<file path="src/rtl/fifo_write_arbiter.sv">
// Round-robin, packet-locked arbiter sharing one FIFO write port among NREQ producers.
// Packets never interleave and no write is issued while the FIFO reports full.
module fifo_write_arbiter #(
  parameter int NREQ        = 4,
  parameter int WIDTH       = 8,
  parameter int DEPTH       = 5,
  parameter int STALL_LIMIT = 64
) (
  input  logic                   clk,
  input  logic                   rst,
  input  logic [NREQ-1:0]        req_valid,
  input  logic [NREQ*WIDTH-1:0]  req_data,
  input  logic [NREQ-1:0]        req_last,
  output logic [NREQ-1:0]        req_ready,
  output logic [WIDTH-1:0]       fifo_din,
  output logic                   fifo_write,
  input  logic                   fifo_full,
  output logic [NREQ-1:0]        grant,
  output logic                   busy,
  output logic                   abort
);
  localparam int IW = (NREQ > 1) ? $clog2(NREQ) : 1;
  localparam int SW = $clog2(STALL_LIMIT);
  localparam logic [0:0] S_IDLE = 1'b0;
  localparam logic [0:0] S_LOCK = 1'b1;

  if (NREQ < 2 || NREQ > 8 || DEPTH < 1 || STALL_LIMIT < 2) begin : g_param_check
    $error("fifo_write_arbiter: illegal parameter set");
  end

  logic [0:0]      state_q, state_d;
  logic [IW-1:0]   own_q, own_d;
  logic [IW-1:0]   last_q, last_d;
  logic [SW-1:0]   stall_q, stall_d;
  logic            abort_q, abort_d;

  logic [IW-1:0]   sel;
  logic            any_vld;
  logic            own_valid, own_last;
  logic            lock, accept;
  logic [NREQ-1:0] own_oh;

  // Distance from the pointer: requester last+1 is distance 0, the pointer itself is NREQ-1.
  always_comb begin
    int d;
    int best;
    sel     = last_q;
    any_vld = 1'b0;
    best    = NREQ;
    d       = 0;
    for (int i = 0; i < NREQ; i++) begin
      if (req_valid[i]) begin
        d = i - int'(last_q) - 1;
        if (d < 0) d = d + NREQ;
        if (d < best) begin
          best    = d;
          sel     = IW'(i);
          any_vld = 1'b1;
        end
      end
    end
  end

  always_comb begin
    own_valid = 1'b0;
    own_last  = 1'b0;
    fifo_din  = '0;
    for (int i = 0; i < NREQ; i++) begin
      if (own_q == IW'(i)) begin
        own_valid = req_valid[i];
        own_last  = req_last[i];
        fifo_din  = req_data[i*WIDTH +: WIDTH];
      end
    end
  end

  assign lock       = (state_q == S_LOCK);
  assign own_oh     = NREQ'(1) << own_q;
  assign accept     = lock & own_valid & ~fifo_full;
  assign req_ready  = (lock & ~fifo_full) ? own_oh : '0;
  assign fifo_write = accept;
  assign grant      = lock ? own_oh : '0;
  assign busy       = lock;
  assign abort      = abort_q;

  always_comb begin
    state_d = state_q;
    own_d   = own_q;
    last_d  = last_q;
    stall_d = stall_q;
    abort_d = 1'b0;
    if (state_q == S_IDLE) begin
      stall_d = '0;
      if (any_vld) begin
        own_d   = sel;
        state_d = S_LOCK;
      end
    end else if (accept) begin
      stall_d = '0;
      if (own_last) begin
        state_d = S_IDLE;
        last_d  = own_q;
      end
    end else if (own_valid) begin
      // Blocked by full: back-pressure is not a stall.
      stall_d = '0;
    end else if (stall_q == SW'(STALL_LIMIT - 1)) begin
      state_d = S_IDLE;
      last_d  = own_q;
      abort_d = 1'b1;
      stall_d = '0;
    end else begin
      stall_d = stall_q + 1'b1;
    end
  end

  always_ff @(posedge clk) begin
    if (rst) begin
      state_q <= S_IDLE;
      own_q   <= '0;
      last_q  <= IW'(NREQ - 1);
      stall_q <= '0;
      abort_q <= 1'b0;
    end else begin
      state_q <= state_d;
      own_q   <= own_d;
      last_q  <= last_d;
      stall_q <= stall_d;
      abort_q <= abort_d;
    end
  end
endmodule
</file>
<file path="config.mk">
export PLATFORM = sky130hd
export DESIGN_NAME = fifo_write_arbiter
export DESIGN_NICKNAME = d
export VERILOG_FILES = /design/src/rtl/fifo_write_arbiter.sv
export SDC_FILE = /design/constraint.sdc
export NUM_CORES = 1
export LEC_CHECK = 0
export CAP_MARGIN = 20
export CORE_AREA = 2 2 66 68
export CTS_BUF_LIST = sky130_fd_sc_hd__clkbuf_4
export CTS_CLUSTER_DIAMETER = 80
export DETAILED_ROUTE_END_ITERATION = 16
export DIE_AREA = 0 0 68 70
export PLACE_DENSITY = 0.63
export SETUP_SLACK_MARGIN = 0.4
export SLEW_MARGIN = 10
export SYNTH_ARGS = -nofsm -noshare
export SYNTH_HDL_FRONTEND = slang
export SYNTH_SLANG_ARGS = --single-unit
</file>
<file path="constraint.sdc">
create_clock -name clk -period 12.6 [get_ports clk]
set_input_delay 1.26 -clock clk [delete_from_list [all_inputs] [get_ports clk]]
set_output_delay 1.26 -clock clk [all_outputs]
set_load 0.02 [all_outputs]
</file>
==> results.json <==
{
  "status": "finished, final reports clean",
  "crit_required_ps": 12750,
  "syn_to_final_growth_pct": 57.8,
  "reg2reg_slack_ps": 8000,
  "worst_setup_path_end_kind": "register",
  "cts_resized": 0,
  "grt_max_degree": 21,
  "htree_levels": 1,
  "die_w_um": 68,
  "fmax_ghz": 0.201,
  "synth_cell_types": 43,
  "clkTransAtPathRegs_ps": 70,
  "syn_area_per_cell_um2": 9.33,
  "finalSetupViolations": 0,
  "stdcell_area_mm2": 0.00187,
  "wl_um": 3100,
  "io_pins": 62,
  "final_nets": 244,
  "nFillCells": 387,
  "core_mm2": 0.00414,
  "postCtsSetupBuffers": 0,
  "vias": 1170,
  "core.rowCount": 24,
  "synthArstFlopShare_pct": 0,
  "finalNonFillerCells": 239,
  "yosys-top-cells-area": "dfxtp_1 (20%), mux4_2 (19%), ha_1 (13%)",
  "dieArea_mm2": 0.00476,
  "yosysTopAreaCellShare_pct": 20.3,
  "crit_chain": "clkdlybuf4s50_1, nand2_1, ha_1, nor2b_1, nor3_1, a21o_1, a32oi_1, ha_1, o211ai_1, a21oi_1, a211oi_4, mux2_2, ha_1, nand2_1, nand3_1, o21ai_0, mux2i_1, a2111oi_1",
  "vias_per_cell": 4.90,
  "firstDrtPassIters": 3,
  "worstPathArrival_ps": 5120,
  "gpl.final_weighted_congestion": 0.876,
  "ant_nets": 0,
  "leakagePower_uw": 0.000715,
  "path_common_cell": "ha_1",
  "synthFlopType": "dfxtp_1",
  "detailed_place.area_mm2": 0.00185,
  "ys_ff_latch": 12,
  "post-route-period-util_pct": 39.5,
  "seq_area_um2": 240,
  "irDropWorstVdd_v": 0.0000507,
  "multi_input_area_um2": 882,
  "drc_errors": 0,
  "finalPower_uw": 176,
  "start_kind": "input pin",
  "hold_path.class": "reg -> reg",
  "cpPeakStageDelay_ps": 600,
  "drt-initial-drc-count": 33,
  "tightest_slew_ps": 717,
  "wire_per_inst_um": 13.0,
  "path_max_fanout": 8,
  "ys_top_cells_by_count": "dfxtp_1 (12), ha_1 (12), inv_1 (11)",
  "gr-usage-all-layers_pct": 12.7,
  "crit_slowest_cell": "clkdlybuf4s50_1",
  "fin_crit_ps": 4970,
  "synth-edff-count": 0,
  "cp_top_family": "compound AO/OA/AOI/OAI gates",
  "ys.warnings.count": 0,
  "synth_area_leader_cell": "dfxtp_1",
  "diodes": 0,
  "drive_gt1_share_pct": 10.7,
  "yosysSeqAreaShare_pct": 20.3,
  "overflow": 0,
  "hpwlAfterDp_um": 2540,
  "synthesis.area_mm2": 0.00118,
  "crit_type": "in -> reg",
  "cts_hold_buf": 0,
  "synth_cells": 127,
  "dieHeight_um": 70,
  "clock-sinks": 12,
  "clockBufferDepth": 2,
  "grt_pass1_wl_um": 4840,
  "fin_worst_skew_ps": 3.96,
  "hold_viol": 0,
  "start_util_pct": 28.6,
  "grt_setup_unrepaired": "no",
  "setup_tns_ps": 0,
  "cts_root_buffer": "clkbuf_4",
  "p_per_area_mw_per_mm2": 94.0,
  "grt_pass1_vias": 1147,
  "cp_num_buf_inv": 1,
  "io_buffers": 61,
  "drv_cap": 0,
  "antenna_found_initial": 0,
  "cts_inserted_buffers": 3,
  "slew_violations": 0,
  "cts_tree": "done",
  "clock_latency_ps": 260,
  "relSlewSlack_pct": 52.1,
  "placedCellCount": 236
}
## worst register-to-register path, cell delays in order (launching register included)
cell and delay [ps]:
dfxtp_1 520, inv_1 110, ha_1 350, xor2_1 250, nand2_1 90, ha_1 220, nor2b_1 200, nor3_1 80
a21o_1 170, a32oi_1 200, ha_1 270, o211ai_1 150, a21oi_1 90, a211oi_4 370, mux2_2 380, ha_1 280
nand2_1 70, nand3_1 70, o21ai_0 160, mux2i_1 100, a2111oi_1 370
## state kept, by name, summed over array words and instances (netlist names)
| name | cells |
|---|---|
| last_q | 2 |
| own_q | 2 |
| abort | 1 |
| stall_q | 6 |
| busy | 1 |
## cells in the final DEF (no fill, tap or decap), drive strengths merged, types with 2 or more instances in the layout
cell type,instances
ha,12
o21a,2
inv,11
o21ai,3
and3,3
nor4,2
nor2,10
dfxtp,12
xor2,3
a211oi,2
mux4,10
a2111oi,2
xnor2,3
nand3,3
nor2b,4
nand2,10
conb,3
a21oi,5
nand2b,2
nor3b,2
nor3,4
clkbuf,3
clkdlybuf4s50,61
## metrics by stage
step / hold slack [ps] / util (%) / worst slack [ps]
2_1_floorplan: 418 / - / 8320
5_1_grt: 491 / 45.1 / 7280
6_report: 446 / 45.1 / 7630
3_5_place_dp: 443 / 44.6 / 7340
3_3_place_gp: 430 / 44.6 / 7520
4_1_cts: 453 / 45.1 / 7610
## path summary, 6_finish.rpt
path | startpoint | to | cells after the start
worst max-delay path | req_valid[0] | own_q[0] | 18
worst min-delay path | stall_q[0] | stall_q[0] | 1
worst max register to register | last_q[0] | own_q[0] | 20
worst min register to register | stall_q[0] | stall_q[0] | 1
## cell type report
cell class	count	share of cell area, %
inverter	11	2.21
timing repair buffer	62	33.1
tap	52	3.48
sequential	12	12.9
multi-input combinational	99	47.2
clock buffer	3	1.20
## cell families after synthesis
kind of cell | share of synthesized area, %
fa+ha+maj | 12.7
simple gates | 19.6
other cells | 0.316
mux | 20.8
compound gates | 15.9
buf+inv | 5.91
flops | 20.3
xor+xnor | 4.44
## where the power goes
group / internal (µW) / total (µW) / leakage [µW] / switching, µW
combinational: 58.7 / 108 / 0.000603 / 48.9
clock: 11.0 / 21.9 / 0.0000138 / 10.9
sequential: 40.2 / 46.2 / 0.0000979 / 5.96
## routing by layer
layer | wire length (µm) | track usage [%] | part of all wire [%]
met5 | 0 | 0 | 0
met4 | 42 | 3.78 | 1.4
met3 | 344 | 3.54 | 11
met2 | 1550 | 24.1 | 50
met1 | 1170 | 12.8 | 38
Note: power is estimated with default switching activity, not from simulation.
